<file path="src/rtl/buffer_arbiter_pkg.sv">
// Shared defaults and read-sequencer state encoding for the buffer arbiter.
package buffer_arbiter_pkg;

  localparam int DEF_NREQ   = 4;
  localparam int DEF_DEPTH  = 8;
  localparam int DEF_DWIDTH = 16;
  localparam int DEF_BURST  = 4;

  typedef enum logic [1:0] {
    ST_IDLE  = 2'd0,
    ST_BURST = 2'd1,
    ST_FLUSH = 2'd2
  } arb_state_t;

endpackage

</file>
<file path="src/rtl/rr_arbiter.sv">
// Round-robin arbiter: one-hot grant to the first requester at or after the
// rotating pointer. The pointer moves past the winner on every grant.
module rr_arbiter #(
  parameter int N = 4
) (
  input  logic         clk,
  input  logic         rst_n,
  input  logic [N-1:0] req,
  input  logic         en,
  output logic [N-1:0] gnt
);

  localparam int PW = (N > 1) ? $clog2(N) : 1;

  logic [PW-1:0] r_ptr;
  logic [PW-1:0] w_ptr_nxt;
  logic [PW:0]   w_idx_wide;
  logic [PW-1:0] w_idx;
  logic          w_found;

  // NOTE: every variable written here gets a default first, so no latch is inferred.
  always_comb begin
    gnt        = '0;
    w_found    = 1'b0;
    w_ptr_nxt  = r_ptr;
    w_idx_wide = '0;
    w_idx      = '0;
    for (int i = 0; i < N; i++) begin
      w_idx_wide = {1'b0, r_ptr} + (PW+1)'(i);
      if (w_idx_wide >= (PW+1)'(N)) w_idx_wide = w_idx_wide - (PW+1)'(N);
      w_idx = w_idx_wide[PW-1:0];
      if (en && !w_found && req[w_idx]) begin
        gnt[w_idx] = 1'b1;
        w_found    = 1'b1;
        w_ptr_nxt  = (w_idx == PW'(N-1)) ? '0 : w_idx + 1'b1;
      end
    end
  end

  // NOTE: sequential state uses non-blocking assignments so every flop samples pre-edge values.
  always_ff @(posedge clk or negedge rst_n) begin
    if (!rst_n)    r_ptr <= '0;
    else if (|gnt) r_ptr <= w_ptr_nxt;
  end

endmodule

</file>
<file path="src/rtl/buffer_arbiter.sv">
// Write arbiter and burst read sequencer for one shared show-ahead FIFO.
// Tracks occupancy itself; the buffer flags are only cross-checked.
module buffer_arbiter
  import buffer_arbiter_pkg::*;
#(
  parameter int NREQ   = DEF_NREQ,
  parameter int DEPTH  = DEF_DEPTH,
  parameter int DWIDTH = DEF_DWIDTH,
  parameter int BURST  = DEF_BURST
) (
  input  logic                   clk,
  input  logic                   rst_n,
  input  logic [NREQ-1:0]        req_valid,
  input  logic [NREQ*DWIDTH-1:0] req_data,
  output logic [NREQ-1:0]        req_ready,
  output logic                   buf_wr_en,
  output logic [DWIDTH-1:0]      buf_din,
  output logic                   buf_rd_en,
  input  logic [DWIDTH-1:0]      buf_dout,
  input  logic                   buf_full,
  input  logic                   buf_empty,
  input  logic                   flush,
  output logic                   out_valid,
  output logic [DWIDTH-1:0]      out_data,
  output logic                   out_last,
  input  logic                   out_ready,
  output logic [$clog2(DEPTH):0] count,
  output logic                   busy
);

  localparam int CW = $clog2(DEPTH) + 1;
  localparam logic [CW-1:0] CAP       = CW'(DEPTH - 1);
  localparam logic [CW-1:0] BURST_LEN = CW'(BURST);

  arb_state_t    r_state, w_state_nxt;
  logic [CW-1:0] r_count, r_beat, r_len;
  logic          r_flush_pend;
  logic [NREQ-1:0] w_gnt;
  logic          w_load_burst, w_load_flush;

  // Reset gates the grant so producers holding valid see no ready while held.
  rr_arbiter #(.N(NREQ)) u_rr (
    .clk   (clk),
    .rst_n (rst_n),
    .req   (req_valid),
    .en    (rst_n && (r_count < CAP)),
    .gnt   (w_gnt)
  );

  assign req_ready = w_gnt;
  assign buf_wr_en = |w_gnt;

  always_comb begin
    buf_din = '0;
    for (int i = 0; i < NREQ; i++)
      if (w_gnt[i]) buf_din = req_data[i*DWIDTH +: DWIDTH];
  end

  always_comb begin
    w_state_nxt  = r_state;
    out_valid    = 1'b0;
    out_last     = 1'b0;
    w_load_burst = 1'b0;
    w_load_flush = 1'b0;
    case (r_state)
      ST_IDLE: begin
        if (r_count >= BURST_LEN) begin
          w_state_nxt  = ST_BURST;
          w_load_burst = 1'b1;
        end else if (r_flush_pend && (r_count != '0)) begin
          w_state_nxt  = ST_FLUSH;
          w_load_flush = 1'b1;
        end
      end
      ST_BURST, ST_FLUSH: begin
        out_valid = 1'b1;
        out_last  = (r_beat == r_len - 1'b1);
        if (out_ready && out_last) w_state_nxt = ST_IDLE;
      end
      default: w_state_nxt = ST_IDLE;
    endcase
  end

  assign buf_rd_en = out_valid && out_ready;
  assign out_data  = buf_dout;
  assign busy      = (r_state != ST_IDLE);
  assign count     = r_count;

  always_ff @(posedge clk or negedge rst_n) begin
    if (!rst_n) begin
      r_state      <= ST_IDLE;
      r_count      <= '0;
      r_beat       <= '0;
      r_len        <= '0;
      r_flush_pend <= 1'b0;
    end else begin
      r_state <= w_state_nxt;
      case ({buf_wr_en, buf_rd_en})
        2'b10:   r_count <= r_count + 1'b1;
        2'b01:   r_count <= r_count - 1'b1;
        default: r_count <= r_count;
      endcase
      if (w_load_burst) begin
        r_beat <= '0;
        r_len  <= BURST_LEN;
      end else if (w_load_flush) begin
        // Snapshot: words arriving during the flush wait for a later burst.
        r_beat <= '0;
        r_len  <= r_count;
      end else if (buf_rd_en) begin
        r_beat <= r_beat + 1'b1;
      end
      if (buf_rd_en && out_last && (r_state == ST_FLUSH)) r_flush_pend <= 1'b0;
      else if (flush)                                      r_flush_pend <= 1'b1;
    end
  end

  a_no_read_empty: assert property (@(posedge clk) disable iff (!rst_n) !(buf_rd_en && buf_empty));
  a_no_write_full: assert property (@(posedge clk) disable iff (!rst_n) !(buf_wr_en && buf_full));
  a_count_bound:   assert property (@(posedge clk) disable iff (!rst_n) r_count <= CAP);

endmodule

</file>
<file path="config.mk">
export PLATFORM = sky130hd
export DESIGN_NAME = buffer_arbiter
export DESIGN_NICKNAME = d
export VERILOG_FILES = /design/src/rtl/buffer_arbiter_pkg.sv /design/src/rtl/rr_arbiter.sv /design/src/rtl/buffer_arbiter.sv
export SDC_FILE = /design/constraint.sdc
export NUM_CORES = 1
export LEC_CHECK = 0
export CELL_PAD_IN_SITES_DETAIL_PLACEMENT = 1
export CELL_PAD_IN_SITES_GLOBAL_PLACEMENT = 1
export CORE_UTILIZATION = 24
export DETAILED_ROUTE_END_ITERATION = 10
export PLACE_DENSITY_LB_ADDON = 0.15
export SYNTH_ARGS = -nofsm -noshare
export SYNTH_HDL_FRONTEND = slang
export SYNTH_SLANG_ARGS = --single-unit
export TNS_END_PERCENT = 20
</file>
<file path="constraint.sdc">
create_clock -name clk -period 3.9 [get_ports clk]
set_input_delay 0.78 -clock clk [delete_from_list [all_inputs] [get_ports clk]]
set_output_delay 0.78 -clock clk [all_outputs]
set_load 0.01 [all_outputs]
</file>
# --- After elaboration in Yosys (flattened, before gate mapping) ---
# Index checks and enable logic that the tools add are counted.
# W data, S select, Z words.
totals:
  reg_bits: 17
  in_bits: 90
  out_inout_bits: 45
  elab_cells: 139
classes:
  n_addsub: 15
  n_lt_le_gt_ge: 14
  eq_ne: 11
  n_mux: 58
  bitwise_logic: 3
  n_reduce_logical: 32
op_table:
  columns: ["op", "count"]
  rows:
  - ["$mux W16", 4]
  - ["$mux W4", 9]
  - ["$mux W2", 15]
  - ["$mux W1", 20]
  - ["$logic_and A1 B1 Y1", 17]
  - ["$eq A2 B2 Y1 const B", 6]
  - ["$lt A2 B3 Y1 const B", 4]
  - ["$or A4 B4 Y4", 3]
  - ["$ge A3 B3 Y1 const B", 3]
  - ["$add A2 B1 Y2 const B", 4]
  - ["$add A4 B1 Y4 const B", 2]
  - ["$bmux W1 S2", 4]
  - ["$demux W1 S2", 4]
  - ["$ge A2 B1 Y1 const B", 4]
  - ["$pmux W4 S2", 1]
  - ["$reduce_bool A2 Y1", 4]
  - ["$reduce_bool A4 Y1", 2]
  - ["$sub A2 B1 Y2 const B", 4]
  - ["$sub A4 B1 Y4 const B", 2]
  - ["$add A2 B2 Y3 const B", 2]
  - ["$eq A2 B1 Y1 const B", 2]
  - ["$eq A4 B4 Y1", 1]
  - ["$ge A4 B3 Y1 const B", 1]
  - ["$lt A4 B3 Y1 const B", 1]
  - ["other kinds (11)", 14]

# --- Depth between registers and ports, before layout ---
# Gate-level depths: netlist (run 1).
depth:
  depth_word: 22
  depth_mapped: 20
  ltp_nobuf: 15

# --- By module ---
# A second synthesis (run 1) with hierarchy kept.
hier_totals:
  cells_unflattened: 271
  hier_area_um2: 2118.3
by_module_without_submodules:
  columns: ["mod", "n_inst", "cells_each", "area_each_um2", "seq_area_each_um2"]
  rows:
  - ["buffer_arbiter", 1, 193, 1451.4, 375.4]
  - ["rr_arbiter", 1, 78, 666.9, 50.0]

# --- Worst setup path after synthesis (run 1) ---
# No wires, ideal clock.
synth_path:
  path_kind: "reg2out"
  startpoint: "register u_rr.r_ptr[0]"
  endpoint: "output buf_din[10]"
  arrival_time_ns: 3.216
  required_ns: 3.120
  setup_slack_ns: -0.096
  path_stages_with_launch: 14
  path_buffers: 4
  path_cell_list: "dfrtp_1 > buf_6 > inv_1 > ha_1 > clkbuf_1 > mux4_2 > buf_2 > a21oi_1 > nor3b_2 > nor3_2 > clkinv_2 > buf_6 > o311a_1 > o31ai_2"
synth_between:
  elab_cells_between_ends: 67
  classes_between: "7 x add/sub; 12 x order compare; 31 x mux; 3 x bitwise; 14 x reduce/logical"
synth_lines:
  columns: ["element", "line", "source"]
  rows:
  - ["from (decl)", "rr_arbiter.sv:15", "logic [PW-1:0] r_ptr;"]
  - ["from (signal assigned)", "rr_arbiter.sv:43", "else if (|gnt) r_ptr <= w_ptr_nxt;"]
  - ["branches (longest 17 deep; another with $add A2 B1 Y3)", null, null]
  - ["$mux W4 (*)", "rr_arbiter.sv:32", "if (en && !w_found && req[w_idx]) begin"]
  - ["named net req_ready[1]", "buffer_arbiter.sv:15", "output logic [NREQ-1:0] req_ready,"]
  - ["$mux W16 (*) (3 in series)", "buffer_arbiter.sv:56", "if (w_gnt[i]) buf_din = req_data[i*DWIDTH +: DWIDTH];"]
  - ["to (decl)", "buffer_arbiter.sv:17", "output logic [DWIDTH-1:0] buf_din,"]
# Mark *: on every way through the listed nets, which the timed path passes. The select of a mux whose other input is x is not followed.

# --- Final worst setup path (run 1) ---
layout_path:
  startpoint: "input req_valid[3]"
  endpoint: "output buf_din[3]"
layout_between:
  elab_chain_len: 20
  elab_cells_between_ends: 32
  classes_between: "19 x mux; 3 x bitwise; 10 x reduce/logical"
layout_rtl:
  columns: ["element", "line", "source"]
  rows:
  - ["from (decl)", "buffer_arbiter.sv:13", "input logic [NREQ-1:0] req_valid,"]
  - ["$bmux W1 S2", "rr_arbiter.sv:32", null]
  - ["$mux W1 (implied by the code)", "rr_arbiter.sv:32", null]
  - ["$logic_and A1 B1 Y1", "rr_arbiter.sv:32", null]
  - ["$mux W1", "rr_arbiter.sv:32", null]
  - ["$logic_not A1 Y1", "rr_arbiter.sv:32", null]
  - ["$logic_and A1 B1 Y1 (2 in series)", "rr_arbiter.sv:32", null]
  - ["$mux W1", "rr_arbiter.sv:32", null]
  - ["$logic_not A1 Y1", "rr_arbiter.sv:32", null]
  - ["$logic_and A1 B1 Y1 (2 in series)", "rr_arbiter.sv:32", null]
  - ["$mux W1", "rr_arbiter.sv:32", null]
  - ["$logic_not A1 Y1", "rr_arbiter.sv:32", null]
  - ["$logic_and A1 B1 Y1 (2 in series)", "rr_arbiter.sv:32", null]
  - ["$mux W4 (*)", "rr_arbiter.sv:32", null]
  - ["$mux W16 (3 in series)", "buffer_arbiter.sv:56", null]
  - ["$mux W16 (*)", "buffer_arbiter.sv:56", null]
# Mark *: on every way between the ends. The rest lies on a longest branch, timed or not. The select of a mux whose other input is x is not followed.

==> impl_metrics.json, run 1 <==
{
  "ir_worst_vdd_uv": 411,
  "cpMostUsedCell": "buf_8",
  "critPathKind": "in -> out",
  "grt_pass1_vias": 2792,
  "syn_to_final_growth_pct": 83.5,
  "fin_worst_skew_ps": 3.40,
  "reg2reg_depth": 16,
  "final_nets": 530,
  "ys_types": 51,
  "grt_pass1_wl_mm": 14.1,
  "cap_viol_max_count": 0,
  "async_flop_share": 1.00,
  "p_sw_w": 0.00157,
  "place_inst": 527,
  "dieWidth_microns": 101,
  "reg2reg_slack_ps": 120,
  "worstSkewPairLatency_ps": 260,
  "clockBufferDepth": 2,
  "worstPathArrival_ps": 3150,
  "worstSetupPathDepth": 10,
  "powerDensity_nw_per_um2": 822,
  "pin_count": 135,
  "synth_edf_count": 0,
  "period_needed_ps": 3930,
  "io_buffers": 100,
  "die_h_microns": 101,
  "vias_per_cell": 4.82,
  "hold_viol_final": 0,
  "status": "finished, violations left",
  "ctsRootBufferMaster": "clkbuf_8",
  "max_freq_ghz": 0.254,
  "hp-start": "r_len[3]",
  "r2r-end": "count[2]",
  "worst-path-max-fanout": 7,
  "setup_ws_ps": -33.6,
  "whs_endpoint": "r_len[3]",
  "place_congestion": 0.776,
  "antenna_cells": 0,
  "finalCritPeriodShare": 1.01,
  "layout-drive-gt1-share": 0.365,
  "start_util": 0.251,
  "clock_sinks": 17,
  "syn_inst": 288,
  "p_int_w": 0.00196,
  "synth_warnings": 0,
  "violations": "negative setup slack",
  "route.detailed.drc": 0,
  "antenna_found_initial": 0,
  "wl_per_cell_microns": 16.9,
  "cpPeakStageDelay_ps": 550,
  "holdPathStages": 1,
  "timing.final.max_slew_violations": 0,
  "rows": 35,
  "power.share.clock": 0.039,
  "die_area_sq_um": 10100,
  "num-fill-cells": 1111,
  "critPathBufInv": 4,
  "slew_headroom": 0.617,
  "setup_viol": 15,
  "hold_buffers": 0,
  "grt_overflow": 0,
  "tightest_slew_ps": 570,
  "core_sq_um": 9330,
  "syn_area_sq_um": 2340,
  "synthFlopType": "dfrtp_1",
  "crit_family": "simple AND/OR/NAND/NOR gates",
  "crit_path_end_kind": "primary output",
  "vias": 2680,
  "track_usage": 0.178,
  "synth_fp_nets": 390,
  "cp_cell_sequence": "buf_8 -> mux4_2 -> or4b_4 -> nor4_4 -> buf_12 -> buf_8 -> o31ai_1 -> o311a_4 -> o31ai_4 -> buf_2",
  "htreeDepth": 1,
  "power_w": 0.00353,
  "stdcell_count": 556,
  "place_hpwl_mm": 6.42,
  "cts.clk_slew.worst_paths_ps": 70,
  "seqPwrFrac": 0.086,
  "cp_slowest_cell": "or4b_4",
  "grt_max_degree": 24,
  "ys_seq_area_frac": 0.182,
  "crit_required_ps": 3120,
  "drtPass1Iterations": 4,
  "syn_avg_cell_area_sq_um": 8.12,
  "p_leak_nw": 1.92,
  "drt-total-wl_mm": 9.38,
  "critPathLaunchType": "primary input",
  "ys_ff_latch": 17,
  "min_path_type": "reg -> reg",
  "cts_tree": "yes",
  "combPwrFrac": 0.874,
  "drt_iter0_drc": 45,
  "p_sw_frac": 0.445,
  "r2r_start": "u_rr.r_ptr[0]",
  "ant_nets": 0,
  "grt_setup_unrepaired": "yes",
  "cts-buffers-inserted": 3
}
-- state kept, by name (all words and copies together) (netlist names) --
name and flops:
r_beat 4, u_rr.r_ptr 2, r_len 4, r_flush_pend 1, count 4, r_state 2
-- repair_timing --
action / 4_1_cts / 5_1_grt
endpoints found under the setup margin: 25 / 21
pin swaps: 8 / 30
resized for setup: 114 / 58
setup buffers: 11 / 10
gates cloned: 4 / 1
-- Yosys cell counts (2+ instances only) --
cell type / n / area share
nor2_1: 26 / 0.042
or2_2: 2 / 0.0053
a21oi_1: 7 / 0.015
inv_1: 27 / 0.043
xnor2_1: 8 / 0.030
nand4_1: 2 / 0.0053
buf_4: 16 / 0.051
xor2_1: 6 / 0.022
nor3b_1: 2 / 0.0064
a22o_1: 3 / 0.011
o31ai_2: 10 / 0.053
and3b_1: 2 / 0.0075
o311a_1: 18 / 0.077
nand3_1: 6 / 0.013
nand3b_1: 3 / 0.0096
dfrtp_1: 17 / 0.18
and3_1: 3 / 0.0080
o21ai_0: 7 / 0.015
nor2b_1: 2 / 0.0053
o31ai_1: 23 / 0.074
ha_1: 12 / 0.064
nand2b_1: 4 / 0.011
buf_6: 6 / 0.029
mux2i_1: 3 / 0.013
nor3_1: 4 / 0.0086
mux4_2: 3 / 0.029
a21o_1: 3 / 0.0096
buf_2: 3 / 0.0064
and2_1: 3 / 0.0080
nand2_1: 25 / 0.040
nor4_1: 2 / 0.0053
clkbuf_1: 11 / 0.018
-- layout by cell type, fill, tap and decap left out, types with 6 or more instances in the layout --
cell type,netlist,final
o31ai_4,0,11
xnor2_1,8,8
inv_1,27,24
o31ai_2,10,7
clkdlybuf4s50_1,0,75
dfrtp_1,17,17
nand2_1,25,24
nor2_1,26,25
buf_4,16,52
buf_2,3,16
o311a_4,0,9
o21ai_0,7,6
ha_1,12,10
o311a_1,18,9
o31ai_1,23,15
buf_6,6,8
xor2_1,6,6
-- how the worst max path moves through the flow --
stage / end / startpoint / slack (ps)
detailed placement: buf_din[2] / req_valid[2] / -870
floorplan: buf_din[10] / u_rr.r_ptr[0] / 7
CTS: buf_din[7] / req_valid[0] / -50
global route: buf_din[8] / u_rr.r_ptr[1] / -140
finish: buf_din[3] / req_valid[3] / -30
global placement: buf_din[0] / req_valid[2] / -780
-- cell families (layout without fill, tap and decap cells) --
group / after synthesis / count (layout) / share of synthesized area
XOR/XNOR: 14 / 14 / 0.0524
adder cells (fa/ha/maj): 12 / 12 / 0.0642
buffers and inverters: 64 / 203 / 0.150
multiplexers: 8 / 8 / 0.0513
AO/OA/AOI/OAI: 80 / 80 / 0.286
flip-flops: 17 / 17 / 0.182
AND/OR/NAND/NOR: 93 / 93 / 0.215
-- routing by layer --
| layer | vias up | track usage | share of wire |
|---|---|---|---|
| li1 | 1304 | - | - |
| met1 | 1288 | 0.212 | 0.43 |
| met2 | 75 | 0.335 | 0.50 |
| met3 | 13 | 0.0229 | 0.053 |
| met4 | 0 | 0.0412 | 0.0099 |
| met5 | - | 0 | 0 |
-- final cells by class --
cell class | count | area, sq um | share of cell area
Clock buffer | 3 | 41.3 | 0.00962
Clock inverter | 1 | 5.00 | 0.00117
Inverter | 28 | 114 | 0.0265
Multi-Input combinational cell | 207 | 1920 | 0.447
Sequential cell | 17 | 425 | 0.0991
Tap cell | 129 | 161 | 0.0376
Timing Repair Buffer | 169 | 1610 | 0.376
Timing Repair inverter | 2 | 15.0 | 0.00350
-- power by group through the flow --
stage          sequential, W  clock (W)  combinational (W)
5_1_grt             0.000316   0.000150            0.00333
3_5_place_dp        0.000305          0            0.00259
2_1_floorplan       0.000323          0            0.00145
3_3_place_gp        0.000301          0            0.00254
4_1_cts             0.000304   0.000144            0.00276
6_report            0.000304   0.000139            0.00309
-- metrics by stage --
stage | util | cell area [sq um] | hold slack, ps | TNS [ps] | worst slack [ps]
floorplan | - | 2340 | 475 | 0 | 6.56
CTS | 0.417 | 3890 | 520 | -176 | -45.3
detailed placement | 0.392 | 3650 | 497 | -17170 | -866
global placement | 0.392 | 3650 | 496 | -15780 | -782
global route | 0.460 | 4290 | 563 | -2040 | -138
finish | 0.460 | 4290 | 512 | -310 | -33.6
Note: power is estimated with default switching activity, not from simulation.
==> run 2, diff against run 1 <==
--- a/config.mk
+++ b/config.mk
@@ -7,10 +7,13 @@
 export LEC_CHECK = 0
 export CELL_PAD_IN_SITES_DETAIL_PLACEMENT = 1
 export CELL_PAD_IN_SITES_GLOBAL_PLACEMENT = 1
-export CORE_UTILIZATION = 24
+export CORE_ASPECT_RATIO = 0.6
+export CORE_UTILIZATION = 23
+export CTS_CLUSTER_SIZE = 20
 export DETAILED_ROUTE_END_ITERATION = 10
 export PLACE_DENSITY_LB_ADDON = 0.15
 export SYNTH_ARGS = -nofsm -noshare
 export SYNTH_HDL_FRONTEND = slang
+export SYNTH_HIERARCHICAL = 1
 export SYNTH_SLANG_ARGS = --single-unit
 export TNS_END_PERCENT = 20
==> impl_metrics.json, run 2 <==
{
  "status": "finished clean",
  "cp-startpoint": "req_valid[3]",
  "critPathKind": "in -> out",
  "powerDensity_nw_per_um2": 795,
  "most-common-layout-cells": "clkdlybuf4s50_1 (76), buf_4 (42), nand2_1 (29), nor2_1 (25), a21oi_1 (21)",
  "tightest_slew_ps": 619,
  "vias": 2526,
  "final_nets": 508,
  "ant_nets": 0,
  "finalCritPeriodShare": 0.985,
  "die_area_sq_um": 9610,
  "start_util": 0.243,
  "period_needed_ps": 3840,
  "synthTopCellsByArea": "dfrtp_1 (20%), ha_1 (7.1%), a22oi_1 (6.0%)",
  "r2r-end": "count[3]",
  "max_freq_ghz": 0.260,
  "grt_pass1_vias": 2654,
  "io_buffers": 100,
  "synth_edf_count": 0,
  "core_sq_um": 8720,
  "min_path_type": "reg -> reg",
  "power_w": 0.00304,
  "cts-buffers-inserted": 3,
  "syn_area_sq_um": 2120,
  "cts_tree": "yes",
  "ys_ff_latch": 17,
  "grt_pass1_wl_mm": 13.8,
  "synth_most_common_cell": "nand2_1",
  "synthFlopType": "dfrtp_1",
  "holdWs_ps": 510,
  "fin_worst_skew_ps": 1.45,
  "async_flop_share": 1.00,
  "cap_viol_max_count": 0,
  "postPlaceCellArea_sq_um": 3440,
  "htreeDepth": 1,
  "yosysTopAreaCellShare": 0.201,
  "syn_inst": 271,
  "worstSkewPairLatency_ps": 250,
  "reg2reg_slack_ps": 200,
  "clockBufferDepth": 2,
  "place_congestion": 0.781,
  "die_h_microns": 76.3,
  "rows": 26,
  "timing.final.max_slew_violations": 0,
  "crit_required_ps": 3120,
  "track_usage": 0.174,
  "crit_path_end_kind": "primary output",
  "antenna_found_initial": 0,
  "hold_viol_final": 0,
  "hold_buffers": 0,
  "reg2reg_depth": 19,
  "setup_viol": 0,
  "num-fill-cells": 1032,
  "yosysTopAreaCell": "dfrtp_1",
  "worstPathArrival_ps": 3060,
  "syn_avg_cell_area_sq_um": 7.82,
  "place_hpwl_mm": 6.31,
  "layout-drive-gt1-share": 0.312,
  "hp-start": "r_state[0]",
  "ctsRootBufferMaster": "clkbuf_16",
  "grt_setup_unrepaired": "yes",
  "holdPathStages": 1,
  "cts.clk_slew.worst_paths_ps": 50,
  "slew_headroom": 0.583,
  "p_leak_nw": 1.64,
  "clock_sinks": 17,
  "critPathLaunchType": "primary input",
  "vias_per_cell": 4.90,
  "layout.cells.most_common": "clkdlybuf4s50_1",
  "ys_types": 54,
  "drt_iter0_drc": 90,
  "grt_overflow": 0,
  "syn_to_final_growth_pct": 80.5,
  "drtPass1Iterations": 4,
  "antenna_cells": 0,
  "route.detailed.drc": 0,
  "final_cell_area_sq_um": 3820,
  "worst-path-max-fanout": 4,
  "synth_warnings": 6,
  "ys_seq_area_frac": 0.201,
  "dieWidth_microns": 126,
  "grt_max_degree": 35,
  "whs_endpoint": "r_state[0]",
  "synth_common_cells": "nand2_1 (31), nor2_1 (25), a21oi_1 (22), o21ai_0 (19)",
  "synth_fp_nets": 374,
  "wl_per_cell_microns": 16.5,
  "ir_worst_vdd_uv": 333,
  "pin_count": 135,
  "drt-total-wl_mm": 8.53,
  "r2r_start": "u_rr/r_ptr[0]"
}
run 2: worst max path at each step:
stage	end	slack [ps]	depth (start not counted)
2_1_floorplan	count[3]	40	18
3_3_place_gp	buf_din[6]	-530	15
6_report	buf_din[15]	60	12
3_5_place_dp	buf_din[8]	-640	15
4_1_cts	buf_din[15]	0.4	12
5_1_grt	buf_din[15]	-100	15
run 2: final cells by class:
class	count	area [sq um]	area share
multi-input combinational	209	1660	0.434
timing repair buffer	160	1470	0.383
sequential	17	425	0.111
tap	112	140	0.0366
clock buffer	3	75.1	0.0196
inverter	14	53.8	0.0141
clock inverter	1	5.00	0.00131
run 2: cell families (layout without fill, tap and decap cells):
kind of cell               Yosys count  count (layout)  share of synthesized area
adders and majority gates           13              13                     0.0803
muxes                               14              14                     0.0851
xor gates and xnor gates            12              12                     0.0567
buffers and inverters               45             178                      0.115
DFF                                 17              17                      0.201
AOI/OAI and AO/OA                   93              93                      0.298
and+or+nand+nor                     77              77                      0.164
run 2: critical path: stages:
cell	delay (ps)
clkdlybuf4s15_1	190
mux4_2	540
o311ai_4	320
o221ai_4	200
buf_6	160
buf_4	130
buf_4	130
a22oi_2	150
nor2_1	60
a21oi_1	140
o21ai_1	90
buf_2	150
run 2: repair_timing:
item                       CTS  global route
gates resized for setup     99            45
cloned                       1             0
setup endpoints to repair   23            23
setup buffers               13             4
pin swaps                    8            12
run 2: per-stage QoR:
| stage | worst slack [ps] | util | instances | setup TNS [ps] |
|---|---|---|---|---|
| final | 58.6 | 0.439 | 516 | 0 |
| after global placement | -529 | 0.395 | 494 | -9780 |
| after global routing | -98.7 | 0.439 | 516 | -424 |
| after detailed placement | -645 | 0.395 | 494 | -11790 |
| after floorplan | 41.0 | - | 271 | 0 |
| after CTS | 0.437 | 0.418 | 512 | 0 |
run 2: report_power, final:
part,switching [W],total (W),internal [W]
combinational,0.00126,0.00253,0.00128
clock,0.0000688,0.000206,0.000137
sequential,0.0000498,0.000298,0.000248
run 2: routing by layer:
layer,up-vias,GRT usage,share of wire
met5,-,0,0
met4,0,0.0133,0.0019
met3,4,0.0176,0.029
met2,61,0.290,0.47
met1,1229,0.251,0.50
li1,1232,-,-
==> run 3, diff against run 2 <==
--- a/config.mk
+++ b/config.mk
@@ -11,6 +11,7 @@
 export CORE_UTILIZATION = 23
 export CTS_CLUSTER_SIZE = 20
 export DETAILED_ROUTE_END_ITERATION = 10
+export GPL_TIMING_DRIVEN = 0
 export PLACE_DENSITY_LB_ADDON = 0.15
 export SYNTH_ARGS = -nofsm -noshare
 export SYNTH_HDL_FRONTEND = slang
==> impl_metrics.json, run 3 (synthesis gave the netlist of run 2 again) <==
{
  "slew_headroom": 0.591,
  "place_hpwl_mm": 6.67,
  "tightest_slew_ps": 607,
  "cts-buffers-inserted": 3,
  "pin_count": 135,
  "power_w": 0.00292,
  "clockBufferDepth": 2,
  "cts_tree": "yes",
  "setup_viol": 0,
  "max_freq_ghz": 0.257,
  "track_usage": 0.181,
  "min_path_type": "in -> async",
  "timing.final.max_slew_violations": 0,
  "syn_to_final_growth_pct": 82.1,
  "drtPass1Iterations": 4,
  "core_sq_um": 8720,
  "worstSkewPairLatency_ps": 250,
  "p_leak_nw": 1.65,
  "drt_iter0_drc": 84,
  "vias_per_cell": 4.92,
  "die_area_sq_um": 9610,
  "vias": 2609,
  "wl_per_cell_microns": 17.2,
  "worstPathArrival_ps": 3120,
  "period_needed_ps": 3900,
  "grt_overflow": 0,
  "cts.clk_slew.worst_paths_ps": 50,
  "critPathKind": "reg -> out",
  "fin_worst_skew_ps": 1.39,
  "grt_pass1_wl_mm": 14.1,
  "most-common-layout-cells": "clkdlybuf4s50_1 (94), buf_4 (41), nand2_1 (30), nor2_1 (24), a21oi_1 (21)",
  "hold_viol_final": 0,
  "cap_viol_max_count": 0,
  "crit_path_end_kind": "primary output",
  "start_util": 0.243,
  "layout-drive-gt1-share": 0.280,
  "grt_pass1_vias": 2604,
  "final_nets": 522,
  "powerDensity_nw_per_um2": 756,
  "ctsRootBufferMaster": "clkbuf_16",
  "status": "finished clean",
  "grt_setup_unrepaired": "yes",
  "crit_required_ps": 3120,
  "place_inst": 499,
  "dieWidth_microns": 126,
  "clock_sinks": 17,
  "grt_max_degree": 19,
  "worst-path-max-fanout": 7,
  "critPathLaunchType": "flip-flop",
  "finalCritPeriodShare": 0.999,
  "route.detailed.drc": 0,
  "drt-total-wl_mm": 9.10,
  "antenna_cells": 0,
  "io_buffers": 116,
  "die_h_microns": 76.3,
  "antenna_found_initial": 0,
  "ir_worst_vdd_uv": 327,
  "layout.cells.most_common": "clkdlybuf4s50_1",
  "stdcell_count": 530,
  "htreeDepth": 1,
  "rows": 26,
  "ant_nets": 0,
  "place_congestion": 0.844
}
[run 3: final timing paths]
| path | from | endpoint | slack (ps) | depth (start not counted) |
|---|---|---|---|---|
| max in group asynchronous | rst_n | r_beat[1] | 3410 | 1 |
| min in group clk | r_state[0] | r_state[0] | 510 | 1 |
| min reg2reg | r_state[0] | r_state[0] | 510 | 1 |
| max reg2reg | u_rr/r_ptr[1] | count[3] | 170 | 19 |
| max | u_rr/r_ptr[1] | buf_din[7] | 4 | 17 |
| min | rst_n | count[2] | 340 | 1 |
[run 3: repair_timing]
action | in CTS | in global routing
buffers inserted | 18 | 8
cloned | 1 | 0
setup endpoints to repair | 27 | 20
pin swaps | 5 | 5
hold buffers | 0 | 0
resized for setup | 127 | 34
[run 3: routing by layer]
layer | wire length (microns) | track usage | up-vias
met5 | 0 | 0 | -
met2 | 4070 | 0.288 | 69
met3 | 397 | 0.0225 | 4
met4 | 23 | 0.0169 | 0
li1 | - | - | 1256
met1 | 4600 | 0.268 | 1280
[run 3: metrics by stage]
step | utilization | TNS, ps | hold slack (ps) | area (sq um) | setup WS [ps]
finish | 0.442 | 0 | 342 | 3860 | 4.09
CTS | 0.432 | 0 | 359 | 3760 | 2.28
global placement | 0.396 | -41840 | 490 | 3450 | -2020
floorplan | - | 0 | 480 | 2150 | 41.0
global route | 0.442 | -1980 | 345 | 3860 | -163
detailed placement | 0.396 | -42830 | 502 | 3450 | -2060
[run 3: final cells by class]
type                       instances  area, sq um
sequential                        17          425
clock inverter                     1         5.00
fill                            1034         4860
inverter                          14         65.1
timing repair buffer             143         1270
multi-input combinational        209         1600
tap                              112          140
clock buffer                       3         75.1
buffer                            31          270
[run 3: report_power, final]
| part | switching [W] | total [W] | internal (W) |
|---|---|---|---|
| Combinational | 0.00121 | 0.00238 | 0.00117 |
| Sequential | 0.0000849 | 0.000333 | 0.000248 |
| Clock | 0.0000675 | 0.000205 | 0.000137 |
| Total | 0.00136 | 0.00292 | 0.00155 |
[run 3: worst max-delay path: stages (launching register included)]
cell,delay [ps]
dfrtp_1,360
buf_6,140
inv_6,40
ha_4,270
buf_8,130
mux2i_4,260
buf_6,130
nor3b_2,50
o311ai_4,300
o221ai_2,150
clkbuf_8,180
nor2b_4,180
buf_6,160
a22oi_1,60
nor2_1,120
a21oi_1,60
o21ai_1,120
buf_2,140
